$ cat config.mk
export PLATFORM = sky130hd
export DESIGN_NAME = vga_timing_gen_flat
export DESIGN_NICKNAME = d
export VERILOG_FILES = /design/src/rtl/vga_timing_if.sv /design/src/rtl/vga_timing_gen.sv /design/src/flat_wrapper.sv
export SDC_FILE = /design/constraint.sdc
export NUM_CORES = 1
export LEC_CHECK = 0
export ABC_AREA = 1
export CELL_PAD_IN_SITES_DETAIL_PLACEMENT = 1
export CELL_PAD_IN_SITES_GLOBAL_PLACEMENT = 2
export CORE_MARGIN = 5
export CORE_UTILIZATION = 26
export DETAILED_ROUTE_END_ITERATION = 6
export GPL_TIMING_DRIVEN = 0
export PLACE_DENSITY = 0.77
export SLEW_MARGIN = 25
export SYNTH_ARGS = -nofsm -noshare
export SYNTH_HDL_FRONTEND = slang
export SYNTH_SLANG_ARGS = --single-unit
$ cat constraint.sdc
create_clock -name clk -period 1.4 [get_ports clk]
set_input_delay 0.21 -clock clk [delete_from_list [all_inputs] [get_ports clk]]
set_output_delay 0.21 -clock clk [all_outputs]
set_load 0.02 [all_outputs]
$ cat src/rtl/vga_timing_if.sv
// rtl/vga_timing_if.sv - raster timing bundle between vga_timing_gen and its pixel consumer
// The master drives the raster; the slave supplies the pixel-clock enable.
interface vga_timing_if #(
  parameter int XW = 10,
  parameter int YW = 10
);
  logic          en;
  logic [XW-1:0] pixel_x;
  logic [YW-1:0] pixel_y;
  logic          active;
  logic          line_start;
  logic          frame_start;
  logic          hsync;
  logic          vsync;
  logic          blank;
  logic          comp_sync;

  modport master (
    input  en,
    output pixel_x, pixel_y, active, line_start, frame_start,
    output hsync, vsync, blank, comp_sync
  );

  modport slave (
    output en,
    input  pixel_x, pixel_y, active, line_start, frame_start,
    input  hsync, vsync, blank, comp_sync
  );
endinterface

$ cat src/rtl/vga_timing_gen.sv
// rtl/vga_timing_gen.sv - parametrised raster timing generator with pipelined sync/blank
// Counters are undelayed; sync and blank pass through a PIPE-deep line matching the pixel pipeline.
module vga_timing_gen #(
  parameter int H_ACTIVE = 640,
  parameter int H_FP     = 16,
  parameter int H_SYNC   = 96,
  parameter int H_BP     = 48,
  parameter int V_ACTIVE = 480,
  parameter int V_FP     = 10,
  parameter int V_SYNC   = 2,
  parameter int V_BP     = 33,
  parameter bit HS_POL   = 1'b0,
  parameter bit VS_POL   = 1'b0,
  parameter int PIPE     = 2,
  parameter int XW       = 10,
  parameter int YW       = 10
) (
  input  logic         clk,
  input  logic         rst,
  vga_timing_if.master vif
);

  localparam int H_TOTAL = H_ACTIVE + H_FP + H_SYNC + H_BP;
  localparam int V_TOTAL = V_ACTIVE + V_FP + V_SYNC + V_BP;

  localparam logic [XW-1:0] H_LAST = XW'(H_TOTAL - 1);
  localparam logic [XW-1:0] H_VIS  = XW'(H_ACTIVE);
  localparam logic [XW-1:0] HS_BEG = XW'(H_ACTIVE + H_FP);
  localparam logic [XW-1:0] HS_END = XW'(H_ACTIVE + H_FP + H_SYNC);
  localparam logic [YW-1:0] V_LAST = YW'(V_TOTAL - 1);
  localparam logic [YW-1:0] V_VIS  = YW'(V_ACTIVE);
  localparam logic [YW-1:0] VS_BEG = YW'(V_ACTIVE + V_FP);
  localparam logic [YW-1:0] VS_END = YW'(V_ACTIVE + V_FP + V_SYNC);

  // Line word order: {hsync, vsync, blank, comp_sync}, already in output polarity.
  localparam logic [3:0] IDLE = {~HS_POL, ~VS_POL, 1'b1, ~HS_POL};

  if (H_TOTAL > 2**XW || V_TOTAL > 2**YW ||
      H_ACTIVE == 0 || H_FP == 0 || H_SYNC == 0 || H_BP == 0 ||
      V_ACTIVE == 0 || V_FP == 0 || V_SYNC == 0 || V_BP == 0 ||
      PIPE < 0 || PIPE > 15) begin : g_param_trap
    $error("vga_timing_gen: illegal timing parameters");
  end

  logic [XW-1:0] h, h_nxt;
  logic [YW-1:0] v, v_nxt;
  logic          active_r, active_nxt;
  logic          hs_a, vs_a, ls;
  logic [3:0]    raw;

  always_comb begin
    h_nxt = h;
    v_nxt = v;
    if (vif.en) begin
      if (h == H_LAST) begin
        h_nxt = '0;
        v_nxt = (v == V_LAST) ? '0 : v + YW'(1);
      end else begin
        h_nxt = h + XW'(1);
      end
    end
    active_nxt = (h_nxt < H_VIS) && (v_nxt < V_VIS);
  end

  // active is registered from the next-state counters so it lines up with h/v.
  always_ff @(posedge clk) begin
    if (rst) begin
      h        <= '0;
      v        <= '0;
      active_r <= 1'b1;
    end else begin
      h        <= h_nxt;
      v        <= v_nxt;
      active_r <= active_nxt;
    end
  end

  always_comb begin
    hs_a = (h >= HS_BEG) && (h < HS_END);
    vs_a = (v >= VS_BEG) && (v < VS_END);
    raw  = {hs_a ^ ~HS_POL, vs_a ^ ~VS_POL, ~active_r, (hs_a | vs_a) ^ ~HS_POL};
  end

  if (PIPE == 0) begin : g_direct
    assign vif.hsync     = raw[3];
    assign vif.vsync     = raw[2];
    assign vif.blank     = raw[1];
    assign vif.comp_sync = raw[0];
  end else begin : g_delay
    logic [3:0] dl [PIPE];

    always_ff @(posedge clk) begin
      if (rst) begin
        for (int i = 0; i < PIPE; i++) dl[i] <= IDLE;
      end else if (vif.en) begin
        dl[0] <= raw;
        for (int i = 1; i < PIPE; i++) dl[i] <= dl[i-1];
      end
    end

    assign vif.hsync     = dl[PIPE-1][3];
    assign vif.vsync     = dl[PIPE-1][2];
    assign vif.blank     = dl[PIPE-1][1];
    assign vif.comp_sync = dl[PIPE-1][0];
  end

  assign ls              = vif.en & ~rst & (h == '0);
  assign vif.line_start  = ls;
  assign vif.frame_start = ls & (v == '0);
  assign vif.pixel_x     = h;
  assign vif.pixel_y     = v;
  assign vif.active      = active_r;

endmodule
$ cat src/flat_wrapper.sv
// flat-port wrapper written by rule: the top's interface ports become plain ports
module vga_timing_gen_flat 
#(
  parameter int H_ACTIVE = 640,
  parameter int H_FP     = 16,
  parameter int H_SYNC   = 96,
  parameter int H_BP     = 48,
  parameter int V_ACTIVE = 480,
  parameter int V_FP     = 10,
  parameter int V_SYNC   = 2,
  parameter int V_BP     = 33,
  parameter bit HS_POL   = 1'b0,
  parameter bit VS_POL   = 1'b0,
  parameter int PIPE     = 2,
  parameter int XW       = 10,
  parameter int YW       = 10
)
  (clk, rst, vif_en, vif_pixel_x, vif_pixel_y, vif_active, vif_line_start, vif_frame_start, vif_hsync, vif_vsync, vif_blank, vif_comp_sync);
  vga_timing_if #(.XW(XW), .YW(YW)) vif_i ();
  input  logic clk;
  input  logic rst;
  input wire logic [$bits(vif_i.en)-1:0] vif_en;
  output wire logic [$bits(vif_i.pixel_x)-1:0] vif_pixel_x;
  output wire logic [$bits(vif_i.pixel_y)-1:0] vif_pixel_y;
  output wire logic [$bits(vif_i.active)-1:0] vif_active;
  output wire logic [$bits(vif_i.line_start)-1:0] vif_line_start;
  output wire logic [$bits(vif_i.frame_start)-1:0] vif_frame_start;
  output wire logic [$bits(vif_i.hsync)-1:0] vif_hsync;
  output wire logic [$bits(vif_i.vsync)-1:0] vif_vsync;
  output wire logic [$bits(vif_i.blank)-1:0] vif_blank;
  output wire logic [$bits(vif_i.comp_sync)-1:0] vif_comp_sync;
  assign vif_i.en = vif_en;
  assign vif_pixel_x = vif_i.pixel_x;
  assign vif_pixel_y = vif_i.pixel_y;
  assign vif_active = vif_i.active;
  assign vif_line_start = vif_i.line_start;
  assign vif_frame_start = vif_i.frame_start;
  assign vif_hsync = vif_i.hsync;
  assign vif_vsync = vif_i.vsync;
  assign vif_blank = vif_i.blank;
  assign vif_comp_sync = vif_i.comp_sync;
  vga_timing_gen #(.H_ACTIVE(H_ACTIVE), .H_FP(H_FP), .H_SYNC(H_SYNC), .H_BP(H_BP), .V_ACTIVE(V_ACTIVE), .V_FP(V_FP), .V_SYNC(V_SYNC), .V_BP(V_BP), .HS_POL(HS_POL), .VS_POL(VS_POL), .PIPE(PIPE), .XW(XW), .YW(YW)) u_core (.clk(clk), .rst(rst), .vif(vif_i));
endmodule
# Yosys cells after proc, flatten, opt, wreduce, memory -nomap -nowiden
# Memory sizes are Yosys's and may differ from the RTL's.
# Index checks and enable logic that the tools add are counted.
classes:
  add_sub_neg: 2
  magnitude_cmp: 6
  n_eq_ne: 2
  mux: 12
  bitwise: 11
  reduce_logical: 5
op_table:
  columns: ["operator", "count"]
  rows:
  - ["$mux W10", 5]
  - ["$add A10 B1 Y10 const B", 2]
  - ["$eq A10 B10 Y1 const B", 2]
  - ["$logic_not A10 Y1", 2]
  - ["$lt A10 B10 Y1 const B", 2]
  - ["$lt A10 B9 Y1 const B", 2]
  - ["$ge A10 B10 Y1 const B", 1]
  - ["$ge A10 B9 Y1 const B", 1]
  - ["$mux W4", 2]
  - ["$mux W1", 5]
  - ["$not A1 Y1", 5]
  - ["$and A1 B1 Y1", 3]
  - ["$logic_and A1 B1 Y1", 3]
  - ["$or A1 B1 Y1", 3]
word_totals:
  reg_bits: 21
  ram_bits: 8
  out_inout_bits: 27
  n_memories: 1
mem_list:
  columns: ["name", "depth", "word_bits", "read_ports", "rd_clocked_by_memory_dff", "wr", "line_no", "text"]
  rows:
  - ["u_core.g_delay.dl", 2, 4, 2, 0, 2, "vga_timing_gen.sv:90", "logic [3:0] dl [PIPE];"]

# Longest topological paths before layout
depth:
  ltp_word: 6
  mapped_depth: 12
  ltp_nobuf: 12

# Worst setup path before layout
# No wires, ideal clock.
synth_timing:
  kind: "register -> register"
  from: "reg u_core.h[1], in the netlist u_core.vif.pixel_x[1]"
  to: "reg u_core.active_r, in the netlist u_core.vif.active"
  setup_ps: 112
  arrival_ps: 1539
  required_ps: 1288
  slack_ps: -250
  path_stages_with_launch: 11
  n_path_buf: 0
  path_cell_list: "dfxtp_1 > ha_1 > nand3_2 > nor2_4 > nand3_4 > inv_4 > a21oi_1 > nor2_1 > nand2_1 > nor2_1 > nor2_1"
synth_between:
  elab_chain_cells: 5
  elab_cells_between_ends: 9
synth_rtl:
  columns: ["item", "line_no", "text"]
  rows:
  - ["start, declared", "vga_timing_gen.sv:45", "logic [XW-1:0] h, h_nxt;"]
  - ["start signal, assigned", "vga_timing_gen.sv:72", "h <= h_nxt;"]
  - ["$add A10 B1 Y10 or $eq A10 B10 Y1 (tied branches)", "vga_timing_gen.sv:59, vga_timing_gen.sv:55", null]
  - ["$mux W10", "vga_timing_gen.sv:55", "if (h == H_LAST) begin"]
  - ["$mux W10", "vga_timing_gen.sv:54", "if (vif.en) begin"]
  - ["$lt A10 B10 Y1 or $lt A10 B9 Y1 (tied branches)", "vga_timing_gen.sv:62", "active_nxt = (h_nxt < H_VIS) && (v_nxt < V_VIS);"]
  - ["$logic_and A1 B1 Y1 (*)", "vga_timing_gen.sv:62", null]
  - ["end signal, assigned", "vga_timing_gen.sv:74", "active_r <= active_nxt;"]
  - ["end, declared", "vga_timing_gen.sv:47", "logic active_r, active_nxt;"]
# Mark *: on every way between the ends. The rest lies on a longest branch, timed or not.
# A chain may end at the register's enable or synchronous reset.

# Final worst setup path
layout_timing:
  from: "reg u_core.h[0], in the netlist u_core.vif.pixel_x[0]"
  to: "out vif_line_start"
layout_between:
  elab_chain_cells: 2
layout_rtl:
  columns: ["item", "line_no", "text"]
  rows:
  - ["$logic_not A10 Y1", "vga_timing_gen.sv:107", "assign ls = vif.en & ~rst & (h == '0);"]
  - ["$and A1 B1 Y1", "vga_timing_gen.sv:107", null]
  - ["end, declared", "flat_wrapper.sv:26", "output wire logic [$bits(vif_i.line_start)-1:0] vif_line_start;"]
# No other way between the ends.

==> impl_metrics.json <==
{
  "via_count": 1651,
  "port_buffers": 29,
  "synthCells": 223,
  "cts_tree": "yes",
  "path_class": "flop to primary output",
  "vdd_drop_max_mv": 0.368,
  "tightest_slew_ps": 410,
  "synth_top_area_cell": "dfxtp_1",
  "routabilityCongestion": 0.787,
  "min_from": "vif_en",
  "first_iter_violations": 55,
  "fp-row-count": 28,
  "rsz0062_at_grt": "yes",
  "slew_headroom": 0.726,
  "fin_ws_ps": -302,
  "cts_sinks": 29,
  "clkTransAtPathRegs_ps": 60,
  "avgViaCountPerCell": 4.65,
  "arrival_ps": 1490,
  "met1_usage": 0.163,
  "yosysSeqAreaShare": 0.405,
  "power_frac_seq": 0.510,
  "drc": 0,
  "fillCellCount": 748,
  "syn_to_final_growth_pct": 51.1,
  "power_frac_comb": 0.103,
  "endpoint_kind": "primary output",
  "boundaryPins": 30,
  "yosys_warnings": 0,
  "fin_crit_sh": 1.22,
  "dpl.hpwl_mm": 3.73,
  "layout_commonest_cell": "nand2_1",
  "tns_ps": -2850,
  "overflow": 0,
  "busiest_layer": "met2",
  "r2r_start": "u_core.vif.pixel_x[0]",
  "fp.dieW_um": 89.2,
  "core_um2": 6030,
  "cts_made_buffers": 5,
  "start_util": 0.271,
  "ys_ff_latch": 29,
  "p_sw_uw": 441,
  "cp-start-kind": "flop",
  "die_h_um": 89.2,
  "synth_mux_area_frac": 0,
  "clock.fmax_mhz": 588,
  "setup_viol": 18,
  "yosysTopAreaCellShare": 0.257,
  "grt_usage": 0.133,
  "worstRegToRegCells": 13,
  "final_core_util": 0.409,
  "met2_usage": 0.230,
  "grt_pass1_vias": 1603,
  "outcome": "finished, violations left",
  "p_int_mw": 1.29,
  "holdBufCountCts": 0,
  "yosys.area_share.simple": 0.413,
  "dieArea_um2": 7960,
  "synth_fa_ha_area_frac": 0.0307,
  "p_leak_nw": 1.03,
  "slew_viol_final": 0,
  "synth-compound-area-share": 0.0460,
  "wl_per_cell_um": 14.7,
  "grt_util_met3": 0.0221,
  "hold_viol": 0,
  "syn_area_per_cell_um2": 7.32,
  "final.setup_skew_ps": 4.63,
  "hold_path_class": "input port to flop",
  "synth_top_family_by_area": "simple AND/OR/NAND/NOR gates",
  "syn_nets": 230,
  "first_pass_iters": 4,
  "grt_max_degree": 11,
  "wirelength_mm": 5.22,
  "cp_max_fo": 3,
  "synth_cell_types": 30,
  "n_antenna_cell": 0,
  "rr_endpoint": "u_core.vif.active",
  "hold_path_depth": 5,
  "synth_xor_area_frac": 0.0161,
  "root_buffer": "clkbuf_8",
  "postRouteAntennaNets": 0,
  "whs_endpoint": "u_core.vif.pixel_x[3]",
  "clkLatencyLatePin_ps": 280,
  "max-cap-violations": 0,
  "cts_buffer_depth": 2,
  "violations": "setup timing",
  "grt_pass1_wl_mm": 7.93,
  "num-nets-final": 286,
  "synth.area.top_cells": "dfxtp_1, edfxtp_1, nand2_1",
  "worst-r2r-setup-slack_ps": -290,
  "htree_num_levels": 2,
  "final_cell_mix": "nand2_1, dlygate4sd2_1, nor2_1, inv_1",
  "powerDensity_nw_per_um2": 703,
  "period_needed_ps": 1700,
  "drive_gt1_frac": 0.382,
  "power_mw": 1.74,
  "syn_area_um2": 1630,
  "critPathRequiredTime_ps": 1190,
  "clkPwrFrac": 0.387,
  "antenna_found_initial": 0,
  "switching_share": 0.254
}
per-layer routing:
layer / vias to the layer above / part of all wire
li1: 828 / -
met5: - / 0
met4: 0 / 0.016
met2: 23 / 0.51
met1: 789 / 0.44
met3: 11 / 0.031
power by group through the flow:
stage | sequential, mW | combinational [mW] | clock [mW]
finish | 0.884 | 0.179 | 0.672
CTS | 0.884 | 0.175 | 0.699
floorplan | 0.912 | 0.0607 | 0
detailed placement | 0.903 | 0.126 | 0
global placement | 0.902 | 0.124 | 0
global route | 0.886 | 0.193 | 0.723
Yosys cell counts, drive strengths merged:
master / n
or2: 4
o21ai: 6
nand4: 7
xor2: 3
a211oi: 1
nand2: 55
nor4: 1
a21oi: 4
dfxtp: 21
a31oi: 1
o21bai: 1
nor2: 37
nand3b: 2
nor3: 11
buf: 3
inv: 33
ha: 4
nand3: 21
edfxtp: 8
timing repair:
item	4_1_cts	5_1_grt
setup endpoints to repair	42	26
gates resized for setup	80	26
buffers inserted	14	6
gates cloned	0	0
pin swaps	18	17
hold endpoints to repair	0	0
flip-flops by register name, indices dropped and copies added, names as in the netlist:
register and count:
u_core.g_delay.dl 8, u_core.vif.pixel_y 10, u_core.vif.pixel_x 10, u_core.vif.active 1
layout make-up:
cell class              count  area (um^2)  share of cell area
plain buffers               3         23.8             0.00963
well taps                  75         93.8              0.0380
multi-input cells         158         1010               0.411
repair buffers             49          442               0.179
clock buffers               6         72.6              0.0294
inverters                  33          134              0.0543
clock inverters             2         10.0             0.00406
flip-flops and latches     29          677               0.274
logic make-up (layout without fill, tap and decap cells):
| logic type | after synthesis | count (layout) |
|---|---|---|
| xor gates and xnor gates | 3 | 3 |
| AOI/OAI and AO/OA | 13 | 13 |
| and+or+nand+nor | 138 | 138 |
| DFF | 29 | 29 |
| adders and majority gates | 4 | 4 |
| buffers and inverters | 36 | 93 |
how the worst max path moves through the flow:
stage / start / to / cells past startpoint
after floorplan: u_core.vif.pixel_y[0] / u_core.vif.active / 10
after global placement: vif_en / vif_frame_start / 9
after detailed placement: vif_en / vif_frame_start / 9
after CTS: u_core.vif.pixel_x[0] / vif_frame_start / 7
after global routing: u_core.vif.pixel_x[0] / u_core.vif.active / 11
final: u_core.vif.pixel_x[0] / vif_line_start / 8
metrics by stage:
step	instances	setup WS, ps	area (um^2)	hold WS [ps]
after floorplan	223	-101	1660	389
after global placement	327	-1270	2050	457
after detailed placement	327	-1290	2050	465
after CTS	349	-320	2340	458
after global routing	355	-389	2470	490
final	355	-302	2470	471
critical path, stage by stage, from the launching register on:
cell and delay [ps]:
dfxtp_4 370, inv_4 60, ha_4 130, nand2_2 50, nor3_2 150, nand3_2 130, buf_4 160, inv_1 50
buf_6 110
Note: power is estimated with default switching activity, not from simulation.
